### src/rtl/seg_pkg.sv
// Shared types and constants for the seven-segment BCD conversion path.
package seg_pkg;

    typedef enum logic [1:0] {
        IDLE,
        SHIFT,
        DONE
    } seg_state_t;

    localparam logic [3:0] BLANK_CODE     = 4'hF;
    localparam logic [3:0] ADD3_THRESHOLD = 4'd5;
    localparam logic [3:0] NINE_CODE      = 4'h9;

endpackage

### src/rtl/bcd_add3_adjust.sv
// One-nibble double-dabble correction: add 3 when the digit is 5 or more,
// so the following left shift carries into the next decade.
module bcd_add3_adjust
    import seg_pkg::*;
(
    input  logic [3:0] digit,
    output logic [3:0] adjusted
);

    assign adjusted = (digit >= ADD3_THRESHOLD) ? digit + 4'd3 : digit;

endmodule

### src/rtl/seg_bcd_converter.sv
// Serial binary-to-BCD converter (shift-add-3, MSB first) with valid/ready handshakes.
// Optional leading-zero blanking is enabled by defining SEG_LEADING_ZERO_BLANK_EN.
module seg_bcd_converter
    import seg_pkg::*;
#(
    parameter int BinWidth     = 14,
    parameter int NumberOfDisp = 4
) (
    input  logic                      clk,
    input  logic                      rst,
    input  logic                      in_valid,
    output logic                      in_ready,
    input  logic [BinWidth-1:0]       in_bin,
    output logic                      out_valid,
    input  logic                      out_ready,
    output logic [4*NumberOfDisp-1:0] out_bcd,
    output logic                      out_overflow
);

    localparam int CntWidth = $clog2(BinWidth + 1);
    localparam int BcdWidth = 4 * NumberOfDisp;

    seg_state_t          state;
    logic [BinWidth-1:0] bin_sr;
    logic [BcdWidth-1:0] bcd_sr;
    logic [BcdWidth-1:0] bcd_adj;
    logic [BcdWidth-1:0] bcd_next;
    logic [BcdWidth-1:0] bcd_final;
    logic [CntWidth-1:0] count;
    logic                overflow;
    logic                overflow_next;
    logic                last_shift;

    for (genvar i = 0; i < NumberOfDisp; i++) begin : g_adjust
        bcd_add3_adjust u_adjust (
            .digit   (bcd_sr[4*i +: 4]),
            .adjusted(bcd_adj[4*i +: 4])
        );
    end

    // A bit leaving the top digit means the value needs more displays than we have.
    assign bcd_next      = {bcd_adj[BcdWidth-2:0], bin_sr[BinWidth-1]};
    assign overflow_next = overflow | bcd_adj[BcdWidth-1];
    assign last_shift    = (count == CntWidth'(BinWidth - 1));

    always_comb begin
`ifdef SEG_LEADING_ZERO_BLANK_EN
        logic leading;
        leading   = 1'b1;
        bcd_final = bcd_next;
        for (int i = NumberOfDisp - 1; i > 0; i--) begin
            if (leading && (bcd_next[4*i +: 4] == 4'd0)) begin
                bcd_final[4*i +: 4] = BLANK_CODE;
            end else begin
                leading = 1'b0;
            end
        end
`else
        bcd_final = bcd_next;
`endif
        if (overflow_next) begin
            bcd_final = {NumberOfDisp{NINE_CODE}};
        end
    end

    always_ff @(posedge clk) begin
        if (rst) begin
            state        <= IDLE;
            in_ready     <= 1'b1;
            out_valid    <= 1'b0;
            out_bcd      <= '0;
            out_overflow <= 1'b0;
            bin_sr       <= '0;
            bcd_sr       <= '0;
            count        <= '0;
            overflow     <= 1'b0;
        end else begin
            case (state)
                IDLE: begin
                    if (in_valid && in_ready) begin
                        bin_sr   <= in_bin;
                        bcd_sr   <= '0;
                        count    <= '0;
                        overflow <= 1'b0;
                        in_ready <= 1'b0;
                        state    <= SHIFT;
                    end
                end
                SHIFT: begin
                    bcd_sr   <= bcd_next;
                    bin_sr   <= bin_sr << 1;
                    count    <= count + 1'b1;
                    overflow <= overflow_next;
                    if (last_shift) begin
                        out_bcd      <= bcd_final;
                        out_overflow <= overflow_next;
                        out_valid    <= 1'b1;
                        state        <= DONE;
                    end
                end
                DONE: begin
                    if (out_valid && out_ready) begin
                        out_valid <= 1'b0;
                        in_ready  <= 1'b1;
                        state     <= IDLE;
                    end
                end
                default: begin
                    state     <= IDLE;
                    in_ready  <= 1'b1;
                    out_valid <= 1'b0;
                end
            endcase
        end
    end

endmodule

### config.mk
export PLATFORM = sky130hd
export DESIGN_NAME = seg_bcd_converter
export DESIGN_NICKNAME = d
export VERILOG_FILES = /design/src/rtl/seg_pkg.sv /design/src/rtl/bcd_add3_adjust.sv /design/src/rtl/seg_bcd_converter.sv
export SDC_FILE = /design/constraint.sdc
export NUM_CORES = 1
export LEC_CHECK = 0
export ABC_AREA = 1
export CAP_MARGIN = 20
export CORE_UTILIZATION = 50
export CTS_CLUSTER_DIAMETER = 100
export DETAILED_ROUTE_END_ITERATION = 12
export HOLD_SLACK_MARGIN = 0.05
export PLACE_DENSITY = 0.78
export SYNTH_ARGS = -nofsm -noshare
export SYNTH_HDL_FRONTEND = slang
export SYNTH_SLANG_ARGS = --single-unit
### constraint.sdc
create_clock -name clk -period 3.15 [get_ports clk]
set_input_delay 0.945 -clock clk [delete_from_list [all_inputs] [get_ports clk]]
set_output_delay 0.945 -clock clk [all_outputs]
set_load 0.005 [all_outputs]
Word level (Yosys, flattened, before mapping)
Cells that the tools add are included.

Add/subtract/negate cells: 5. $lt $le $gt $ge: 4. Equal/unequal tests: 6. Muxes and demuxes: 22. Bitwise gates (word level): 3. Reductions and logical operators: 9.

Operator list (count): $mux W16 (2); $pmux W16 S2 (1); $pmux W14 S2 (1); $mux W4 (5); $add A4 B2 Y4 const B (4); $ge A4 B3 Y1 const B (4); $mux W14 (1); $reduce_and A3 Y1 (3); $pmux W4 S2 (1); $mux W2 (3); $ne A2 B2 Y1 const B (3); $pmux W1 S3 (2); $pmux W2 S3 (1); $add A4 B1 Y4 const B (1); $eq A4 B4 Y1 const B (1); $mux W1 (4); $reduce_and A2 Y1 (2); $eq A2 B1 Y1 const B (1); $eq A2 B2 Y1 const B (1); $logic_and A1 B1 Y1 (2); $logic_not A2 Y1 (1); $not A1 Y1 (2); $pmux W1 S2 (1); $reduce_bool A2 Y1 (1); $or A1 B1 Y1 (1).

Register bits after elaboration: 56. Bits of input ports: 18. Output and inout port bits: 19. Word-level logic and storage cells: 58.

Depth between registers and ports, before layout
Word-level depth: 4. Depth in mapped cells: 11. Mapped depth without buffers: 11.

Modules after synthesis
A second synthesis with hierarchy kept.

Cells, all modules: 435. Area total of the unflattened synthesis: 3105.5 um^2.

By module, submodules not included: seg_bcd_converter (instances 1, cells an instance 343, area an instance 2565.0 um^2, sequential area each 1121.1 um^2); bcd_add3_adjust (instances 4, cells an instance 23, area an instance 135.1 um^2, sequential area each 0.0 um^2).

Worst setup path before layout
Ideal clock, no wire load.

Kind: input to register. Start: in rst. End: reg bin_sr[13]. Setup time: 0.074 ns. Arrival time: 1.689 ns. Data required time: 3.076 ns. Setup slack: 1.387 ns. Stages: 5. Buffers on the path: 2. Cell sequence: buf_2 -> inv_1 -> clkbuf_1 -> o21ai_0 -> a31oi_1.

RTL lines: start: declaration (RTL line seg_bcd_converter.sv:10) `input logic rst,`; end signal: assignment (RTL line seg_bcd_converter.sv:81) `bin_sr <= in_bin;`; end signal: assignment (RTL line seg_bcd_converter.sv:91) `bin_sr <= bin_sr << 1;`; end: declaration (RTL line seg_bcd_converter.sv:24) `logic [BinWidth-1:0] bin_sr;`.

Worst setup path after layout
Start: reg in_ready. End: out in_ready.

RTL lines: start: declaration (RTL line seg_bcd_converter.sv:12) `output logic in_ready,`; start signal: assignment (RTL line seg_bcd_converter.sv:69) `in_ready <= 1'b1;`; start signal: assignment (RTL line seg_bcd_converter.sv:85) `in_ready <= 1'b0;`; start signal: assignment (RTL line seg_bcd_converter.sv:104) `in_ready <= 1'b1;`.

No word-level cell between the ends.

==> flow_summary.toml <==
[power_and_ir_drop]
p_int_mw = 0.971
power.density_nw_per_um2 = 424
seqPwrFrac = 0.576
ir_drop_uv = 317
swShare = 0.258
p_total_mw = 1.31
p_switching_mw = 0.337
power.share.clock = 0.314
combPwrFrac = 0.110
p_leak_nw = 1.26

[worst_setup_path]
critPathCaptureType = "output pin"
reg2reg_depth = 7
cpLargestDelayFamily = "buffers and inverters"
reg2reg_from = "count[0]"
critPathRequiredTime_ns = 2.20
path_buf_inv = 1
startpoint_type = "flop"
cp_cell_sequence = "clkdlybuf4s50_1"
max_stage_delay_ns = 0.51
path_class = "flop to output pin"
r2r-end = "out_bcd[3]"
arrival_ns = 1.18
path_max_fanout = 3
regToRegSetupSlack_ns = 1.10
crit_slowest_cell = "clkdlybuf4s50_1"

[finish]
layout.nets = 427
final_cell_mix = "nand2_1 (106), dfxtp_1 (56), inv_1 (39)"
final_area_sq_um = 3090
post-route-util = 0.637
drive_gt1_frac = 0.0425
seq_area_sq_um = 1120
antenna_cells = 0
fin_cells = 467
final_common_cell = "nand2_1"
multi_input_area_sq_um = 1240
fillers = 438
area_growth_pct = 18.7

[die]
die_y_um = 74.1
initial_utilization = 0.536
ios = 37
core-area_sq_um = 4850
dieArea_sq_um = 5490
rows = 25
fp.dieW_um = 74.1

[sta]
min_period_ns = 2.12
whs_ns = 0.468
tns_ns = 0
finalHoldViolations = 0
slew_headroom = 0.622
worst_slack_ns = 1.03
rsz0062_at_grt = "no"
setup_viol = 0
final_max_slew_viol_count = 0
tightestPinTransition_ns = 0.566
post-route-period-util = 0.674
timing.fmax_mhz = 471
skew_ns = 0.00849

[cts]
hold_buffers = 0
cts_resized = 0
tritoncts = "built"
insertion_delay_ns = 0.31
cts_sinks = 56
cts_setup_buffers = 0
cts_root_buf = "clkbuf_8"
clk_path_buf_depth = 2
cts_buffers = 5
cts_max_level = 2
clk_pin_slew_worst_paths_ns = 0.10

[yosys]
synth_seq_cells = 56
synth.distinct_cells = 26
synthCells = 368
syn_nets = 396
syn_avg_cell_area_sq_um = 7.07
yosys_warnings = 0
ys_seq_area_frac = 0.431
synth_area_sq_um = 2600

[placed_design]
dp.cells = 459
dp_hpwl_um = 3620
pre_cts_slack_ns = 0.790
place_congestion = 0.814
place_area_sq_um = 2990
io_buffers = 36

[grt]
overflow = 0
grt_use_total = 0.220
grt_max_degree = 37
grt_pass1_vias = 2203
grt_pass1_wl_um = 9420
antenna_found_initial = 0

[drt]
via_count = 2421
viasPerCell = 5.18
drtAntennaViolNets = 0
avgRoutedWirePerCell_um = 11.4
drcViolationCount = 0
drtIter0Drc = 138
firstDrtPassIters = 4
wl_um = 5330

[status]
run_status = "finished clean"

[hold_path]
worstHoldStart = "out_bcd[10]"
worstHoldEndpoint = "out_bcd[10]"
hold_class = "flop to flop"
holdPathStages = 2

[flow_run]
maxCapViolations = 0
worst max-delay path by stage:
stage                from         end  slack, ns  cells past startpoint
6_report         in_ready    in_ready       1.03                      1
5_1_grt        bcd_sr[12]  out_bcd[3]       0.88                     11
4_1_cts          in_ready    in_ready       1.01                      1
3_5_place_dp     in_valid  bin_sr[13]       0.79                      8
3_3_place_gp     in_valid  bin_sr[13]       0.88                      8
2_1_floorplan         rst  bin_sr[13]       1.39                      5
state kept, by name, summed over array words and instances (netlist names):
| name | flops |
|---|---|
| bcd_sr | 16 |
| bin_sr | 14 |
| count | 4 |
| in_ready | 1 |
| out_bcd | 16 |
| out_overflow | 1 |
| out_valid | 1 |
| overflow | 1 |
| state | 2 |
power groups by stage:
stage	logic, mW	registers [mW]	clock network, mW
after floorplan	0.0985	0.766	0
after global placement	0.138	0.770	0
after detailed placement	0.144	0.769	0
after CTS	0.144	0.754	0.418
after global routing	0.162	0.758	0.448
final	0.143	0.754	0.411
cells by family after synthesis:
family                     Yosys count  share of synthesized area
and+or+nand+nor                    155                      0.244
AOI/OAI and AO/OA                   89                      0.185
buffers and inverters               58                     0.0919
DFF                                 56                      0.431
adders and majority gates           10                     0.0481
area by class of cell:
type	instances	share of cell area
clock inverter	1	0.00243
timing repair buffer	40	0.126
inverter	42	0.0511
sequential	56	0.363
tap	67	0.0272
clock buffer	7	0.0280
multi-input combinational	254	0.402
layer usage:
layer  vias to the layer above  wire [um]  track usage
met2                        53       2570        0.399
met3                         7        200       0.0366
li1                       1259          -            -
met1                      1102       2500        0.267
met4                         0         58       0.0577
met5                         -          0            0
cell usage after synthesis:
cell      count  area [sq um]
a211oi_1      1          7.51
a21oi_1      32           160
a31o_2        1          8.76
a31oi_1      14          87.6
buf_2         8          40.0
buf_4         3          22.5
clkbuf_1      5          18.8
clkinv_1      2          7.51
dfxtp_1      56          1120
ha_1         10           125
inv_1        39           146
inv_2         1          3.75
nand2_1     106           398
nand2_2       1          6.26
nand2_4       1          11.3
nand3_1      19          95.1
nand4_1       5          31.3
nor2_1       20          75.1
nor2_2        2          12.5
nor3_1        1          5.00
o211ai_1      2          15.0
o21a_1        1          7.51
o21ai_0      35           175
o21ai_1       1          5.00
o21bai_1      1          7.51
o22ai_1       1          6.26
(Power assumes the default switching activity.)
